### config.mk
export PLATFORM = sky130hd
export DESIGN_NAME = pipe_stage_skid
export DESIGN_NICKNAME = d
export VERILOG_FILES = /design/src/rtl/pipe_pkg.sv /design/src/rtl/pipe_stage_skid.sv
export SDC_FILE = /design/constraint.sdc
export NUM_CORES = 1
export LEC_CHECK = 0
export CAP_MARGIN = 10
export CORE_MARGIN = 1.5
export CORE_UTILIZATION = 45
export DETAILED_ROUTE_END_ITERATION = 8
export GPL_ROUTABILITY_DRIVEN = 0
export PLACE_DENSITY = 0.78
export SKIP_CTS_REPAIR_TIMING = 1
export SYNTH_ARGS = -nofsm -noshare
export SYNTH_HDL_FRONTEND = slang
export SYNTH_SLANG_ARGS = --single-unit
### constraint.sdc
create_clock -name clk -period 2.3 [get_ports clk]
set_clock_uncertainty 0.15 [all_clocks]
set_input_delay 0.23 -clock clk [delete_from_list [all_inputs] [get_ports clk]]
set_output_delay 0.23 -clock clk [all_outputs]
set_load 0.005 [all_outputs]
### src/rtl/pipe_pkg.sv
// Shared definitions for the valid/ready pipeline stage registers between IF/ID/EX/MEM/WB.
// Boundary widths and NOP payloads live here so every stage instantiates the same register block.
package pipe_pkg;

    typedef enum logic [1:0] {
        ST_EMPTY = 2'd0,
        ST_ONE   = 2'd1,
        ST_FULL2 = 2'd2
    } state_t;

    // Flags registered alongside the state so no output is decoded combinationally
    typedef struct packed {
        logic       valid;
        logic       ready;
        logic [1:0] occ;
    } flags_t;

    localparam int unsigned IF_ID_W  = 64;
    localparam int unsigned ID_EX_W  = 184;
    localparam int unsigned EX_MEM_W = 150;
    localparam int unsigned MEM_WB_W = 142;

    localparam logic [IF_ID_W-1:0]  IF_ID_NOP  = '0;
    localparam logic [ID_EX_W-1:0]  ID_EX_NOP  = '0;
    localparam logic [EX_MEM_W-1:0] EX_MEM_NOP = '0;
    localparam logic [MEM_WB_W-1:0] MEM_WB_NOP = '0;

    function automatic flags_t flags_of(input state_t s);
        flags_t f;
        f.valid = (s != ST_EMPTY);
        f.ready = (s != ST_FULL2);
        case (s)
            ST_ONE:   f.occ = 2'd1;
            ST_FULL2: f.occ = 2'd2;
            default:  f.occ = 2'd0;
        endcase
        return f;
    endfunction

endpackage

### src/rtl/pipe_stage_skid.sv
// Pipeline stage register with valid/ready handshake and optional two-entry skid buffer.
// Empty entries always hold NOP_VALUE so write enables in the payload stay cleared on bubbles.
module pipe_stage_skid
    import pipe_pkg::*;
#(
    parameter int unsigned       DATA_W    = MEM_WB_W,
    parameter logic [DATA_W-1:0] NOP_VALUE = {DATA_W{1'b0}},
    parameter bit                SKID      = 1'b1
) (
    input  logic              clk,
    input  logic              rst,
    input  logic              flush,
    input  logic              in_valid,
    output logic              in_ready,
    input  logic [DATA_W-1:0] in_data,
    output logic              out_valid,
    input  logic              out_ready,
    output logic [DATA_W-1:0] out_data,
    output logic [1:0]        occupancy
);

    state_t            state;
    state_t            state_n;
    flags_t            flags;
    logic [DATA_W-1:0] main_q;
    logic [DATA_W-1:0] main_n;
    logic [DATA_W-1:0] skid_q;
    logic [DATA_W-1:0] skid_n;
    logic              in_fire;
    logic              out_fire;

    // Without the skid entry, ready must see downstream in the same cycle
    assign in_ready  = SKID ? flags.ready : (~flags.valid | out_ready);
    assign out_valid = flags.valid;
    assign occupancy = flags.occ;
    assign out_data  = main_q;

    assign in_fire  = in_valid & in_ready;
    assign out_fire = flags.valid & out_ready;

    always_comb begin
        state_n = state;
        main_n  = main_q;
        skid_n  = skid_q;
        case (state)
            ST_EMPTY: begin
                if (in_fire) begin
                    state_n = ST_ONE;
                    main_n  = in_data;
                end
            end
            ST_ONE: begin
                if (in_fire && out_fire) begin
                    main_n = in_data;
                end else if (in_fire && SKID) begin
                    state_n = ST_FULL2;
                    skid_n  = in_data;
                end else if (out_fire) begin
                    state_n = ST_EMPTY;
                    main_n  = NOP_VALUE;
                end
            end
            ST_FULL2: begin
                if (out_fire) begin
                    state_n = ST_ONE;
                    main_n  = skid_q;
                    skid_n  = NOP_VALUE;
                end
            end
            default: begin
                state_n = ST_EMPTY;
                main_n  = NOP_VALUE;
                skid_n  = NOP_VALUE;
            end
        endcase
    end

    // Flush shares the reset path; any same-cycle handshake is discarded
    always_ff @(posedge clk) begin
        if (rst || flush) begin
            state  <= ST_EMPTY;
            flags  <= flags_of(ST_EMPTY);
            main_q <= NOP_VALUE;
            skid_q <= NOP_VALUE;
        end else begin
            state  <= state_n;
            flags  <= flags_of(state_n);
            main_q <= main_n;
            skid_q <= skid_n;
        end
    end

endmodule

==> flow_summary.toml, run 1 <==
[run_status]
outcome = "completed"

[synthesis]
ys_seq_elements = 290
yosysSeqAreaShare_pct = 40.7
synth-async-reset-ratio_pct = 0
netlist-cell-type-count = 29
synth_top_area_share_pct = 40.7
yosys.area.top_type = "dfxtp_1"
synth_area_leaders = "dfxtp_1, mux2i_1, nand4b_1"
synth_area_sq_um = 14300
synth_nets = 1821
ys.warnings.count = 0
synthTopCellsByCount = "dfxtp_1, a21oi_1, nor2_1"
avgSynthCellArea_sq_um = 8.52
synth_most_common_cell = "dfxtp_1"
synthCells = 1674
synth-edff-count = 0
ys.flop_type = "dfxtp_1"

[detailed_routing]
ant_nets = 0
dr.pass1.iters = 6
avgViaCountPerCell = 6.37
initialDrtViolationCount = 1455
vias = 14300
remaining_drc_errors = 0
routed_wl_microns = 45300
wl_per_cell_microns = 20.1

[critical_path]
start_kind = "flop"
r2r_slack_ps = 360
critPathKind = "flop to output pin"
end_kind = "output pin"
path_max_fanout = 36
cp_data_arrival_time_ps = 1810
cp.required_ps = 1920

[floorplanning]
dieArea_sq_um = 32800
rows = 65
start_util_pct = 45.4
coreArea_sq_um = 31400
pin_count = 293
die_h_microns = 181
die_x_microns = 181

[global_routing]
antenna_found_initial = 6
track_usage_pct = 26.1
grt_pass1_vias = 13500
grt_pass1_wl_microns = 71500
grt.overflow.total = 0
grt_start_max_net_pins = 147

[placement]
port_buffers = 292
pre_cts_slack_ps = 160
dp_hpwl_microns = 26600
dp.cells = 2197
detailed_place.area_sq_um = 17500

[sta]
min_period_ps = 2190
setup_viol = 0
whs_ps = 169
finalWorstSetupSlack_ps = 107
relSlewSlack_pct = 52.6
final-hold-violation-count = 0
period_share_pct = 95.4
timing.fmax_ghz = 0.456
worstMarginPinSlew_ps = 711
grt_setup_unrepaired = "no"
finalSetupTns_ps = 0
finalMaxSlewViolations = 0

[finish]
layout.nets = 1975
drive_gt1_share_pct = 5.79
syn_to_final_growth_pct = 29.7
final_area_sq_um = 18500
instances_no_fill = 2254
final_util_pct = 58.9
fill_cells = 2702

[cts]
cts_tree = "built"
cts_buffer_depth = 3
root_buffer = "clkbuf_16"
path_clk_slew_ps = 60
cts_sinks = 290
cts_buffers = 31
ctsHtreeMaxLevel = 1
clkLatencyLatePin_ps = 550

[pwr]
power_leakage_nw = 5.69
p_total_mw = 12.0
ir_drop_mv = 0.570
p_per_area_nw_per_um2 = 651

[flow_run]
maxCapViolations = 0

[hold_path]
hp-class = "primary input to flop"
==> placed cells by master, fill, tap and decap left out, drive strengths merged, types with 2 or more instances in the layout <==
master         count
clkinv             4
nor3               2
o21ai            142
inv               22
diode              4
o21ba              3
nor2             146
a21oi            146
o22ai            121
nand3            122
clkbuf            48
buf               50
clkdlybuf4s50    291
o32ai             22
dfxtp            290
nand4b           142
nand2              4
mux2i            142
a22oi            142
==> final cells by class <==
type / instances / area (sq um) / share of cell area [%]
multi-input combinational: 1142 / 7460 / 40.3
sequential: 290 / 5820 / 31.4
timing repair buffer: 341 / 3640 / 19.7
clock buffer: 48 / 931 / 5.03
tap: 402 / 503 / 2.72
inverter: 22 / 82.6 / 0.446
clock inverter: 5 / 53.8 / 0.291
antenna: 4 / 10.0 / 0.0541
==> report_power, final <==
group | internal (mW) | switching (mW)
combinational | 0.842 | 1.08
sequential | 5.13 | 0.0693
clock | 2.86 | 2.05
total | 8.83 | 3.20
==> worst max-delay path, stage by stage, from the launching register on <==
cell,delay [ps]
dfxtp_4,380
buf_6,290
clkdlybuf4s50_1,570
==> logic make-up (layout without fill, tap and decap cells) <==
kind of cell | after synthesis | in the layout | share of synthesized area [%]
mux | 142 | 142 | 9.96
compound gates | 578 | 578 | 24.8
xor+xnor | 1 | 1 | 0.0614
buf+inv | 242 | 416 | 7.13
simple gates | 421 | 421 | 17.4
other cells | 0 | 4 | 0
flops | 290 | 290 | 40.7
==> per-layer routing <==
metal  vias up  routed length (microns)  global-route usage [%]
met5         -                       25                       0
met4         4                     1670                    10.4
met3       108                     3690                    3.93
met2       740                    21000                    41.4
met1      6907                    19000                    35.6
li1       6588                        -                       -
==> state kept, by name, summed over array words and instances (netlist names) <==
name,count
state,2
out_valid,1
occupancy,2
skid_q,142
in_ready,1
out_data,142
==> final timing paths <==
path                                start                       to  depth (start not counted)
setup / recovery     out_valid$_SDFF_PP0_                out_valid                          2
hold / removal                in_data[54]  skid_q[54]$_SDFFE_PP0P_                          3
setup reg to reg      state[1]$_SDFF_PP0_  skid_q[77]$_SDFFE_PP0P_                          5
hold reg to reg   skid_q[82]$_SDFFE_PP0P_  skid_q[82]$_SDFFE_PP0P_                          2
(Power assumes the default switching activity.)
==> run 2, diff against run 1 <==
--- a/config.mk
+++ b/config.mk
@@ -10,6 +10,7 @@
 export CORE_UTILIZATION = 45
 export DETAILED_ROUTE_END_ITERATION = 8
 export GPL_ROUTABILITY_DRIVEN = 0
+export MAX_ROUTING_LAYER = met4
 export PLACE_DENSITY = 0.78
 export SKIP_CTS_REPAIR_TIMING = 1
 export SYNTH_ARGS = -nofsm -noshare
==> flow_summary.toml, run 2 (synthesized netlist as in run 1, its figures left out) <==
[pwr]
ir_drop_mv = 0.564
power_leakage_nw = 5.69
p_total_mw = 12.0
p_per_area_nw_per_um2 = 650

[sta]
grt_setup_unrepaired = "no"
finalMaxSlewViolations = 0
final-hold-violation-count = 0
period_share_pct = 95.5
timing.fmax_ghz = 0.455
min_period_ps = 2200
relSlewSlack_pct = 50.4
worstMarginPinSlew_ps = 743
setup_viol = 0

[finish]
final_common_cell = "clkdlybuf4s50_1"
layout.nets = 1975
syn_to_final_growth_pct = 29.7
drive_gt1_share_pct = 5.79
final_util_pct = 58.9
layout_common_cells = "clkdlybuf4s50_1, dfxtp_1, a21oi_1, nor2_1"
fill_cells = 2702
multiInputGateArea_sq_um = 7460
instances_no_fill = 2256
seq_area_sq_um = 5820

[critical_path]
path_max_fanout = 36
end_kind = "output pin"
path_cells = "buf_6 -> clkdlybuf4s50_1"
critPathKind = "flop to output pin"
cp-startpoint = "out_valid$_SDFF_PP0_"
r2r_slack_ps = 370
start_kind = "flop"
path_buf_inv = 2
slowest_stage = "clkdlybuf4s50_1"
critical-path-top-delay-family = "buffers and inverters"
r2r_start = "state[1]$_SDFF_PP0_"
max_stage_delay_ps = 570
cp_data_arrival_time_ps = 1820
reg2regPathDepth = 5
cp.required_ps = 1920
r2r_end = "skid_q[77]$_SDFFE_PP0P_"

[cts]
ctsHtreeMaxLevel = 1
path_clk_slew_ps = 60
cts_buffer_depth = 3
cts_buffers = 31
cts_sinks = 290
root_buffer = "clkbuf_16"
clkLatencyLatePin_ps = 550
cts_tree = "built"

[global_routing]
grt_start_max_net_pins = 147
grt.overflow.total = 0
grt_pass1_wl_microns = 71600
track_usage_pct = 26.9
antenna_found_initial = 6
grt_pass1_vias = 13500

[hold_path]
hp-class = "primary input to flop"
worstHoldPathCells = 3
hold_start = "in_data[140]"
holdPathEnd = "skid_q[140]$_SDFFE_PP0P_"

[floorplanning]
coreArea_sq_um = 31400
pin_count = 293
rows = 65
die_h_microns = 181
dieArea_sq_um = 32800
die_x_microns = 181
start_util_pct = 45.4

[detailed_routing]
remaining_drc_errors = 0
initialDrtViolationCount = 1546
vias = 14300
ant_nets = 0
wl_per_cell_microns = 20.1
dr.pass1.iters = 6
avgViaCountPerCell = 6.35
routed_wl_microns = 45300

[placement]
dp.cells = 2197
dp_hpwl_microns = 26600
port_buffers = 292

[run_status]
outcome = "completed"

[flow_run]
maxCapViolations = 0
-- run 2: metrics by stage --
stage                     TNS, ps  area (sq um)  hold WS, ps  worst slack (ps)
after CTS                   -10.2         18500          160             -10.2
after floorplan                 0         14300          249               561
final                           0         18500          172               102
after detailed placement        0         17500          314               160
after global placement          0         17500          306               166
after global routing            0         18500          166              67.0
-- run 2: worst max path at each step --
stage	end	slack [ps]	cells past startpoint
6_report	out_valid	100	2
4_1_cts	out_valid	-10	2
3_3_place_gp	out_data[92]$_SDFFE_PP0P_	170	6
5_1_grt	out_valid	70	2
3_5_place_dp	out_data[92]$_SDFFE_PP0P_	160	6
2_1_floorplan	out_data[22]$_SDFFE_PP0P_	560	8
-- run 2: final cells by class --
| class | instances | share of cell area [%] |
|---|---|---|
| inverters | 22 | 0.446 |
| well taps | 402 | 2.72 |
| flip-flops and latches | 290 | 31.4 |
| clock inverters | 5 | 0.291 |
| multi-input cells | 1142 | 40.3 |
| repair buffers | 341 | 19.7 |
| clock buffers | 48 | 5.03 |
| diodes | 6 | 0.0811 |
-- run 2: worst reg2reg max path: stages, from the launching register on --
cell and delay [ps]:
dfxtp_4 380, buf_12 280, a31oi_4 260, buf_4 410, o21ai_0 210, a21oi_1 170
-- run 2: routing by layer --
metal,vias to the layer above,GRT usage (%),share of wire [%]
li1,6598,-,-
met2,714,41.6,46
met1,6928,35.6,43
met5,-,-,0
met3,88,3.77,7.7
met4,0,10.4,3.3
-- run 2: report_power, final --
part           switching (mW)  internal, mW
logic                    1.08         0.842
clock network            2.04          2.86
registers              0.0698          5.13
